--- src/rtl/trade_pkg.sv ---
// rtl/trade_pkg.sv - shared price width, trade entry record and price limits
package trade_pkg;

  localparam int PRICE_W = 8;

  localparam logic [PRICE_W-1:0] PRICE_MIN = '0;
  localparam logic [PRICE_W-1:0] PRICE_MAX = '1;

  typedef struct packed {
    logic [PRICE_W-1:0] price;
    logic [PRICE_W-1:0] bid;
    logic [PRICE_W-1:0] ask;
  } trade_entry_t;

endpackage

--- src/rtl/trade_history_if.sv ---
// rtl/trade_history_if.sv - trade capture, indexed read and statistics signal bundle
interface trade_history_if #(
  parameter int DEPTH   = 16,
  parameter int PRICE_W = 8
);
  localparam int IDX_W = $clog2(DEPTH);

  logic               match_signal;
  logic               enable_count;
  logic [PRICE_W-1:0] trade_price;
  logic [PRICE_W-1:0] best_bid;
  logic [PRICE_W-1:0] best_ask;
  logic               rd_en;
  logic [IDX_W-1:0]   rd_idx;
  logic               rd_valid;
  logic               rd_hit;
  logic [PRICE_W-1:0] rd_price;
  logic [PRICE_W-1:0] rd_bid;
  logic [PRICE_W-1:0] rd_ask;
  logic [IDX_W:0]     count;
  logic               wrapped;
  logic [PRICE_W-1:0] last_price;
  logic [PRICE_W-1:0] high_price;
  logic [PRICE_W-1:0] low_price;
  logic               stats_valid;

  modport master (
    output match_signal, enable_count, trade_price, best_bid, best_ask, rd_en, rd_idx,
    input  rd_valid, rd_hit, rd_price, rd_bid, rd_ask, count, wrapped,
           last_price, high_price, low_price, stats_valid
  );

  modport slave (
    input  match_signal, enable_count, trade_price, best_bid, best_ask, rd_en, rd_idx,
    output rd_valid, rd_hit, rd_price, rd_bid, rd_ask, count, wrapped,
           last_price, high_price, low_price, stats_valid
  );

endinterface

--- src/rtl/rise_detect.sv ---
// rtl/rise_detect.sv - single-cycle trade event from the rising edge of the match level
module rise_detect (
  input  logic clk,
  input  logic reset,
  input  logic match_i,
  input  logic enable_i,
  output logic event_o
);

  logic match_q;

  // Tracks the match level even while disabled, so re-enabling mid-match gives no edge.
  always_ff @(posedge clk or posedge reset) begin
    if (reset) match_q <= 1'b0;
    else       match_q <= match_i;
  end

  assign event_o = match_i & ~match_q & enable_i;

endmodule

--- src/rtl/trade_history.sv ---
// rtl/trade_history.sv - circular trade capture buffer with age-indexed read port
// Optional session statistics enabled by TRADE_HISTORY_STATS_EN.
module trade_history #(
  parameter int DEPTH   = 16,
  parameter int PRICE_W = trade_pkg::PRICE_W
) (
  input  logic           clk,
  input  logic           reset,
  trade_history_if.slave bus
);
  import trade_pkg::*;

  localparam int IDX_W = $clog2(DEPTH);

  logic             evt;
  trade_entry_t     mem_q [DEPTH];
  trade_entry_t     wr_entry;
  logic [IDX_W-1:0] wr_ptr_q, wr_ptr_d;
  logic [IDX_W:0]   count_q, count_d;
  logic             wrapped_q, wrapped_d;
  logic [IDX_W-1:0] rd_slot;
  logic             rd_hit_d, rd_hit_q, rd_valid_q;
  trade_entry_t     rd_data_d, rd_data_q;

  rise_detect u_rise (
    .clk      (clk),
    .reset    (reset),
    .match_i  (bus.match_signal),
    .enable_i (bus.enable_count),
    .event_o  (evt)
  );

  assign wr_entry = {bus.trade_price, bus.best_bid, bus.best_ask};

  always_comb begin
    wr_ptr_d  = wr_ptr_q;
    count_d   = count_q;
    wrapped_d = wrapped_q;
    if (evt) begin
      wr_ptr_d = wr_ptr_q + 1'b1;
      if (count_q == (IDX_W+1)'(DEPTH)) wrapped_d = 1'b1;
      else                              count_d   = count_q + 1'b1;
    end
  end

  // Reads use pre-write pointer and count, so a same-cycle write is not visible yet.
  assign rd_slot   = wr_ptr_q - IDX_W'(1) - bus.rd_idx;
  assign rd_hit_d  = {1'b0, bus.rd_idx} < count_q;
  assign rd_data_d = rd_hit_d ? mem_q[rd_slot] : '0;

  always_ff @(posedge clk) begin
    if (evt) mem_q[wr_ptr_q] <= wr_entry;
  end

  always_ff @(posedge clk or posedge reset) begin
    if (reset) begin
      wr_ptr_q   <= '0;
      count_q    <= '0;
      wrapped_q  <= 1'b0;
      rd_valid_q <= 1'b0;
      rd_hit_q   <= 1'b0;
      rd_data_q  <= '0;
    end else begin
      wr_ptr_q   <= wr_ptr_d;
      count_q    <= count_d;
      wrapped_q  <= wrapped_d;
      rd_valid_q <= bus.rd_en;
      if (bus.rd_en) begin
        rd_hit_q  <= rd_hit_d;
        rd_data_q <= rd_data_d;
      end
    end
  end

  assign bus.rd_valid = rd_valid_q;
  assign bus.rd_hit   = rd_hit_q;
  assign bus.rd_price = rd_data_q.price;
  assign bus.rd_bid   = rd_data_q.bid;
  assign bus.rd_ask   = rd_data_q.ask;
  assign bus.count    = count_q;
  assign bus.wrapped  = wrapped_q;

`ifdef TRADE_HISTORY_STATS_EN
  logic [PRICE_W-1:0] last_q, last_d, high_q, high_d, low_q, low_d;
  logic               stats_valid_q, stats_valid_d;

  always_comb begin
    last_d        = last_q;
    high_d        = high_q;
    low_d         = low_q;
    stats_valid_d = stats_valid_q;
    if (evt) begin
      last_d        = bus.trade_price;
      stats_valid_d = 1'b1;
      if (!stats_valid_q || bus.trade_price > high_q) high_d = bus.trade_price;
      if (!stats_valid_q || bus.trade_price < low_q)  low_d  = bus.trade_price;
    end
  end

  always_ff @(posedge clk or posedge reset) begin
    if (reset) begin
      last_q        <= PRICE_MIN;
      high_q        <= PRICE_MIN;
      low_q         <= PRICE_MAX;
      stats_valid_q <= 1'b0;
    end else begin
      last_q        <= last_d;
      high_q        <= high_d;
      low_q         <= low_d;
      stats_valid_q <= stats_valid_d;
    end
  end

  assign bus.last_price  = last_q;
  assign bus.high_price  = high_q;
  assign bus.low_price   = low_q;
  assign bus.stats_valid = stats_valid_q;
`else
  assign bus.last_price  = PRICE_MIN;
  assign bus.high_price  = PRICE_MIN;
  assign bus.low_price   = PRICE_MIN;
  assign bus.stats_valid = 1'b0;
`endif

endmodule

--- src/flat_wrapper.sv ---
// flat-port wrapper written by rule: the top's interface ports become plain ports
module trade_history_flat import trade_pkg::*;
#(
  parameter int DEPTH   = 16,
  parameter int PRICE_W = trade_pkg::PRICE_W
)
  (clk, reset, bus_match_signal, bus_enable_count, bus_trade_price, bus_best_bid, bus_best_ask, bus_rd_en, bus_rd_idx, bus_rd_valid, bus_rd_hit, bus_rd_price, bus_rd_bid, bus_rd_ask, bus_count, bus_wrapped, bus_last_price, bus_high_price, bus_low_price, bus_stats_valid);
  trade_history_if #(.DEPTH(DEPTH), .PRICE_W(PRICE_W)) bus_i ();
  input  logic clk;
  input  logic reset;
  input wire logic [$bits(bus_i.match_signal)-1:0] bus_match_signal;
  input wire logic [$bits(bus_i.enable_count)-1:0] bus_enable_count;
  input wire logic [$bits(bus_i.trade_price)-1:0] bus_trade_price;
  input wire logic [$bits(bus_i.best_bid)-1:0] bus_best_bid;
  input wire logic [$bits(bus_i.best_ask)-1:0] bus_best_ask;
  input wire logic [$bits(bus_i.rd_en)-1:0] bus_rd_en;
  input wire logic [$bits(bus_i.rd_idx)-1:0] bus_rd_idx;
  output wire logic [$bits(bus_i.rd_valid)-1:0] bus_rd_valid;
  output wire logic [$bits(bus_i.rd_hit)-1:0] bus_rd_hit;
  output wire logic [$bits(bus_i.rd_price)-1:0] bus_rd_price;
  output wire logic [$bits(bus_i.rd_bid)-1:0] bus_rd_bid;
  output wire logic [$bits(bus_i.rd_ask)-1:0] bus_rd_ask;
  output wire logic [$bits(bus_i.count)-1:0] bus_count;
  output wire logic [$bits(bus_i.wrapped)-1:0] bus_wrapped;
  output wire logic [$bits(bus_i.last_price)-1:0] bus_last_price;
  output wire logic [$bits(bus_i.high_price)-1:0] bus_high_price;
  output wire logic [$bits(bus_i.low_price)-1:0] bus_low_price;
  output wire logic [$bits(bus_i.stats_valid)-1:0] bus_stats_valid;
  assign bus_i.match_signal = bus_match_signal;
  assign bus_i.enable_count = bus_enable_count;
  assign bus_i.trade_price = bus_trade_price;
  assign bus_i.best_bid = bus_best_bid;
  assign bus_i.best_ask = bus_best_ask;
  assign bus_i.rd_en = bus_rd_en;
  assign bus_i.rd_idx = bus_rd_idx;
  assign bus_rd_valid = bus_i.rd_valid;
  assign bus_rd_hit = bus_i.rd_hit;
  assign bus_rd_price = bus_i.rd_price;
  assign bus_rd_bid = bus_i.rd_bid;
  assign bus_rd_ask = bus_i.rd_ask;
  assign bus_count = bus_i.count;
  assign bus_wrapped = bus_i.wrapped;
  assign bus_last_price = bus_i.last_price;
  assign bus_high_price = bus_i.high_price;
  assign bus_low_price = bus_i.low_price;
  assign bus_stats_valid = bus_i.stats_valid;
  trade_history #(.DEPTH(DEPTH), .PRICE_W(PRICE_W)) u_core (.clk(clk), .reset(reset), .bus(bus_i));
endmodule
--- config.mk ---
export PLATFORM = sky130hd
export DESIGN_NAME = trade_history_flat
export DESIGN_NICKNAME = d
export VERILOG_FILES = /design/src/rtl/trade_pkg.sv /design/src/rtl/trade_history_if.sv /design/src/rtl/rise_detect.sv /design/src/rtl/trade_history.sv /design/src/flat_wrapper.sv
export SDC_FILE = /design/constraint.sdc
export NUM_CORES = 1
export LEC_CHECK = 0
export CORE_ASPECT_RATIO = 2
export CORE_UTILIZATION = 45
export CTS_CLUSTER_DIAMETER = 60
export CTS_CLUSTER_SIZE = 30
export DETAILED_ROUTE_END_ITERATION = 12
export SLEW_MARGIN = 20
export SYNTH_ARGS = -nofsm -noshare
export SYNTH_HDL_FRONTEND = slang
export SYNTH_SLANG_ARGS = --single-unit
--- constraint.sdc ---
create_clock -name clk -period 3.4 [get_ports clk]
set_input_delay 0.51 -clock clk [delete_from_list [all_inputs] [get_ports clk]]
set_output_delay 0.51 -clock clk [all_outputs]
set_load 0.05 [all_outputs]
# Yosys cells after proc, flatten, opt, wreduce, memory -nomap -nowiden
# Memories as Yosys holds them, arrays and structs flattened.
# Index checks and enable logic that the tools add are counted.
# word_totals
output_inout_bits,57
n_memories,1
regBits,37
wordCells,25
inputBits,33
ramBits,384
# classes
add_sub_neg,4
n_lt_le_gt_ge,1
mux,3
bitwise_logic,4
n_reduce_logical,2
eq_ne,1
# mem_list
memory,words,word_bits,rd,rd_clocked_by_memory_dff,write_ports,line,rtl
u_core.mem_q,16,24,1,0,1,trade_history.sv:16,trade_entry_t mem_q [DEPTH];
# ops
cell,n
2-to-1 mux 24 bit,1
"adder 5 x 1 -> 5 bit, second input constant",1
"equality test 5 bit, second input constant",1
< comparator 4 x 5 -> 1 bit,1
"adder 4 x 1 -> 4 bit, second input constant",1
AND reduction 2 bit,2
"subtractor 4 x 1 -> 4 bit, second input constant",1
subtractor 4 bit,1
bitwise AND 1 bit,2
2-to-1 mux 1 bit,2
inverter 1 bit,2

# Logic depth before layout (Yosys ltp)
# depth
word_depth,5
ltp_mapped,10
depth_no_buf,8

# Cells and area by module
# From an unflattened synthesis, not the netlist that was laid out.
# hier_totals
hier_cells,789
hier_area_um2,16693.5
# modules_own_cells
mod,n_inst,seq_area_each_um2,area_each_um2,cells_per_inst
trade_history,1,12431.9,16656.0,786
rise_detect,1,25.0,37.5,3

# Least setup slack after synthesis
# No wires, ideal clock.
# synth_path
kind,input -> register
from,in bus_enable_count
to,"mem u_core.mem_q[0][0] (netlist bit), enable pin"
slack_ns,0.169
setup_time_ns,0.435
t_arrival_ns,2.796
path_buffers,1
path_stages,4
path_cell_list,and3b_1 > clkbuf_1 > nand2_1 > nor3_1
# synth_between
elab_chain_cells,3
# synth_rtl
item,line,rtl
start: declaration,flat_wrapper.sv:12,input wire logic [$bits(bus_i.enable_count)-1:0] bus_enable_count;
bitwise AND 1 bit,rise_detect.sv:18,assign event_o = match_i & ~match_q & enable_i;
2-to-1 mux 1 bit,trade_history.sv:52,if (evt) mem_q[wr_ptr_q] <= wr_entry;
2-to-1 mux 1 bit (implied by the code),trade_history.sv:52,
end: declaration,trade_history.sv:16,
# No other way between the ends.

# Worst setup path in the final report
# layout_path
from,in bus_rd_idx[0]
to,reg u_core.rd_data_q (netlist bit u_core.bus.rd_ask[7])
# layout_between
elab_chain_cells,3
elab_cells_between_ends,4
classes_between,add/sub: 1; order compare: 1; mux: 1; memory: 1
# layout_rtl
item,line,rtl
start: declaration,flat_wrapper.sv:17,input wire logic [$bits(bus_i.rd_idx)-1:0] bus_rd_idx;
subtractor 4 bit,trade_history.sv:47,assign rd_slot = wr_ptr_q - IDX_W'(1) - bus.rd_idx;
memory read (16 x 24 bit),n/a,
2-to-1 mux 24 bit (*),trade_history.sv:49,assign rd_data_d = rd_hit_d ? mem_q[rd_slot] : '0;
end signal: assignment,trade_history.sv:70,rd_data_q <= rd_data_d;
end: declaration,trade_history.sv:23,"trade_entry_t rd_data_d, rd_data_q;"
# Mark *: on every way between the ends. The rest lies on a longest branch, timed or not.
# A chain may end at the register's enable or synchronous reset.

==> impl_metrics.xml <==
<?xml version="1.0" encoding="UTF-8"?>
<metrics>
  <group name="logic_synthesis">
    <metric name="synth-seq-cells" unit="">421</metric>
    <metric name="syn-instance-count" unit="">793</metric>
    <metric name="seq_area_frac_synth" unit="%">74.8</metric>
    <metric name="yosys_warnings" unit="">0</metric>
    <metric name="adder_cell_area_share_of_the_yosys_netlist" unit="%">1.02</metric>
    <metric name="netlist_area" unit="µm²">16700</metric>
    <metric name="muxShareOfSynthArea" unit="%">16.1</metric>
    <metric name="post_synth_and_or_nand_nor_area_fraction" unit="%">1.13</metric>
    <metric name="syn_area_per_cell" unit="µm²">21.0</metric>
    <metric name="synth_compound_gate_area_share" unit="%">2.96</metric>
    <metric name="synth.distinct_cells" unit="">36</metric>
    <metric name="synth_xor_area_share" unit="%">0.586</metric>
    <metric name="dominant_combinational_cell_family_by_area_after_synthesis" unit="">multiplexers</metric>
  </group>
  <group name="cts">
    <metric name="cts.reportedPaths.clkPinSlew" unit="ns">0.11</metric>
    <metric name="htreeDepth" unit="">1</metric>
    <metric name="clock_tree.buffer_depth" unit="">3</metric>
    <metric name="clock_sink_count" unit="">421</metric>
    <metric name="post_cts.resized_instances" unit="">0</metric>
    <metric name="cts_root_buffer" unit="">sky130_fd_sc_hd__clkbuf_16</metric>
    <metric name="cts_buffers" unit="">18</metric>
    <metric name="clkLatencyLatePin" unit="ns">0.55</metric>
    <metric name="tritoncts_clock_tree" unit="">yes</metric>
    <metric name="total_setup_buffers_inserted_after_cts" unit="">0</metric>
    <metric name="post_cts_hold_buffer_count" unit="">0</metric>
  </group>
  <group name="detailed_routing">
    <metric name="remaining_drc_errors" unit="">0</metric>
    <metric name="dr_total_vias" unit="">7936</metric>
    <metric name="number_of_nets_with_antenna_violations_after_detailed_routing" unit="">0</metric>
    <metric name="drt_iter0_drc" unit="">704</metric>
    <metric name="post_drt_via_cell_ratio" unit="">5.89</metric>
    <metric name="drt_first_pass_iters" unit="">5</metric>
    <metric name="routedWlPerCell" unit="µm">28.5</metric>
    <metric name="routed_wl" unit="µm">38400</metric>
  </group>
  <group name="setup_path">
    <metric name="delay_of_the_slowest_critical_path_stage" unit="ns">0.51</metric>
    <metric name="reg2reg_slack" unit="ns">0.56</metric>
    <metric name="crit_path_cell_trace" unit="">clkdlybuf4s50_1, inv_1, ha_4, inv_1, fa_4, xnor2_4, buf_12, buf_12, mux4_2, mux2i_1, o221ai_1</metric>
    <metric name="worst_endpoint_required_time" unit="ns">3.80</metric>
    <metric name="top_cell_family_by_delay_on_the_critical_path" unit="">buffers and inverters</metric>
    <metric name="ff2ff_path_depth" unit="">8</metric>
    <metric name="start_kind" unit="">input port</metric>
    <metric name="critPathKind" unit="">in2reg</metric>
    <metric name="timing.critical_path.buf_inv" unit="">5</metric>
    <metric name="critical_path.reg2reg.startpoint" unit="">u_core.wr_ptr_q[1]</metric>
    <metric name="cp_data_arrival_time" unit="ns">3.27</metric>
    <metric name="cell_at_the_slowest_stage_of_the_critical_path" unit="">sky130_fd_sc_hd__mux4_2</metric>
    <metric name="endpoint_of_the_most_critical_register_to_register_path" unit="">u_core.bus.rd_ask[7]</metric>
    <metric name="setup.worst_path.end_class" unit="">flop</metric>
    <metric name="crit_path_max_fanout" unit="">13</metric>
  </group>
  <group name="final_layout">
    <metric name="layout_commonest_cell" unit="">sky130_fd_sc_hd__edfxtp_1</metric>
    <metric name="area.growth.synth_to_final" unit="%">12.0</metric>
    <metric name="postLayoutCellArea" unit="µm²">18600</metric>
    <metric name="post_route_cells_drive_above_1_share" unit="%">23.9</metric>
    <metric name="final_util" unit="%">51.2</metric>
    <metric name="antenna_cells" unit="">0</metric>
    <metric name="finalNetCount" unit="">930</metric>
    <metric name="layout.cells.most_common_list" unit="">sky130_fd_sc_hd__edfxtp_1 (384), sky130_fd_sc_hd__mux4_2 (95), sky130_fd_sc_hd__clkdlybuf4s50_1 (64)</metric>
  </group>
  <group name="timing">
    <metric name="period_minus_slack" unit="ns">2.87</metric>
    <metric name="final.period_utilization" unit="%">84.3</metric>
    <metric name="final_critical_path_setup_slack" unit="ns">0.535</metric>
    <metric name="rsz0062_at_grt" unit="">no</metric>
    <metric name="finalSetupViolCount" unit="">0</metric>
    <metric name="worst-slew-pin-transition" unit="ns">0.879</metric>
    <metric name="fin_tns_setup" unit="ns">0</metric>
    <metric name="timing.slew.headroom" unit="%">41.3</metric>
    <metric name="report.final.hold_viol_count" unit="">0</metric>
    <metric name="finalMaxSlewViolations" unit="">0</metric>
    <metric name="maxClockFrequency" unit="MHz">349</metric>
    <metric name="fin_worst_skew" unit="ns">0.0215</metric>
  </group>
  <group name="placed_design">
    <metric name="place.port_buffers" unit="">64</metric>
    <metric name="pre_cts_ws" unit="ns">-0.0613</metric>
    <metric name="gpl.final_weighted_congestion" unit="">0.780</metric>
    <metric name="detailed_place_hpwl" unit="µm">23100</metric>
    <metric name="placed_instance_area" unit="µm²">18100</metric>
  </group>
  <group name="global_routing">
    <metric name="antenna_found_initial" unit="">0</metric>
    <metric name="global_route.usage.total" unit="%">20.5</metric>
    <metric name="largest_net_degree_at_the_start_of_global_routing" unit="">40</metric>
    <metric name="grt_first_pass_wirelength" unit="µm">55700</metric>
    <metric name="vias_in_the_first_global_route" unit="">8524</metric>
    <metric name="overflow" unit="">0</metric>
  </group>
  <group name="floorplan">
    <metric name="io-pin-count" unit="">90</metric>
    <metric name="floorplan.initialDensity" unit="%">45.7</metric>
    <metric name="die_w" unit="µm">138</metric>
    <metric name="chipHeight" unit="µm">274</metric>
    <metric name="area_of_the_core" unit="µm²">36400</metric>
    <metric name="placement_rows" unit="">99</metric>
    <metric name="die_area" unit="µm²">37800</metric>
  </group>
  <group name="run_status">
    <metric name="outcome" unit="">completed</metric>
  </group>
  <group name="min_path">
    <metric name="hold_class" unit="">in2async</metric>
  </group>
  <group name="job">
    <metric name="maxCapViolCount" unit="">0</metric>
  </group>
  <group name="power_and_ir_drop">
    <metric name="cellLeakagePower" unit="nW">6.06</metric>
    <metric name="power_density" unit="nW/µm²">800</metric>
    <metric name="irDropWorstVdd" unit="mV">0.704</metric>
  </group>
</metrics>
-- worst register-to-register path, stage by stage, from the launching register on --
cell	delay [ns]
sky130_fd_sc_hd__dfrtp_1	0.47
sky130_fd_sc_hd__inv_1	0.16
sky130_fd_sc_hd__fa_4	0.54
sky130_fd_sc_hd__xnor2_4	0.28
sky130_fd_sc_hd__buf_12	0.20
sky130_fd_sc_hd__buf_12	0.18
sky130_fd_sc_hd__mux4_2	0.52
sky130_fd_sc_hd__mux2i_1	0.23
sky130_fd_sc_hd__o221ai_1	0.13
-- stage by stage --
| step | hold slack (ns) | power (W) | cells |
|---|---|---|---|
| 2_1_floorplan | 0.541 | 0.0106 | 817 |
| 3_3_place_gp | 0.444 | 0.0124 | 1318 |
| 3_5_place_dp | 0.469 | 0.0125 | 1318 |
| 4_1_cts | 0.421 | 0.0151 | 1348 |
| 5_1_grt | 0.432 | 0.0155 | 1348 |
| 6_report | 0.437 | 0.0149 | 1348 |
-- flip-flops by register name, indices dropped and copies added (netlist names) --
register,count
u_core.mem_q,384
u_core.bus.count,5
u_core.bus.rd_bid,8
u_core.bus.rd_ask,8
u_core.bus.wrapped,1
u_core.bus.rd_hit,1
u_core.u_rise.match_q,1
u_core.bus.rd_valid,1
u_core.bus.rd_price,8
u_core.wr_ptr_q,4
-- per-layer routing --
metal	share of wire, %	wire (µm)	global-route usage, %
met1	36	13900	22.9
met2	57	21800	39.8
met3	4.2	1620	2.20
met4	3.0	1140	7.46
met5	0	0	0
-- cell families after synthesis --
group,after synthesis
AOI/OAI and AO/OA,59
DFF,421
xor gates and xnor gates,9
muxes,144
and+or+nand+nor,39
other,1
buffers and inverters,107
adders and majority gates,13
-- final cells by class --
type / instances / area [µm²]
sequential: 421 / 12500
clock buffer: 27 / 505
tap: 454 / 568
fill: 2885 / 17800
clock inverter: 3 / 32.5
timing repair buffer: 117 / 1150
multi-input combinational: 289 / 3790
inverter: 37 / 140
-- cell usage after synthesis (all sizes together) --
| cell | number | area [µm²] |
|---|---|---|
| nand2b | 2 | 12.5 |
| nor2 | 13 | 48.8 |
| nand3 | 2 | 10.0 |
| nand4 | 3 | 18.8 |
| o221ai | 37 | 324 |
| mux4 | 96 | 2170 |
| o22ai | 1 | 6.26 |
| nor3 | 4 | 20.0 |
| a21oi | 2 | 10.0 |
| o21ai | 3 | 15.0 |
| dfrtp | 37 | 926 |
| nor3b | 1 | 7.51 |
| edfxtp | 384 | 11500 |
| xnor2 | 9 | 97.6 |
| and3b | 1 | 8.76 |
| buf | 45 | 334 |
| o211ai | 2 | 15.0 |
| and2 | 1 | 6.26 |
| conb | 1 | 3.75 |
| mux2 | 24 | 270 |
| and3 | 1 | 6.26 |
| o2111ai | 11 | 96.3 |
| inv | 37 | 139 |
| nand2 | 9 | 33.8 |
| nor4bb | 1 | 10.0 |
| nor2b | 1 | 6.26 |
| clkbuf | 25 | 93.8 |
| ha | 12 | 150 |
| fa | 1 | 20.0 |
| a21o | 2 | 15.0 |
| mux2i | 24 | 240 |
| o2111a | 1 | 11.3 |
-- how the worst max path moves through the flow --
| stage | from | end | slack (ns) | cells past startpoint |
|---|---|---|---|---|
| 6_report | bus_rd_idx[0] | u_core.bus.rd_ask[7] | 0.53 | 11 |
| 3_3_place_gp | bus_rd_idx[0] | u_core.bus.rd_ask[7] | -0.04 | 11 |
| 4_1_cts | bus_rd_idx[0] | u_core.bus.rd_ask[7] | 0.51 | 11 |
| 5_1_grt | u_core.wr_ptr_q[0] | u_core.bus.rd_price[5] | 0.43 | 9 |
| 2_1_floorplan | bus_enable_count | u_core.mem_q[0][0] | 0.17 | 4 |
| 3_5_place_dp | bus_rd_idx[0] | u_core.bus.rd_ask[7] | -0.06 | 11 |
-- power breakdown --
group | switching (W) | internal (W)
clock | 0.00154 | 0.00107
sequential | 0.000232 | 0.00593
combinational | 0.00311 | 0.00303
Note: power is estimated with default switching activity, not from simulation.
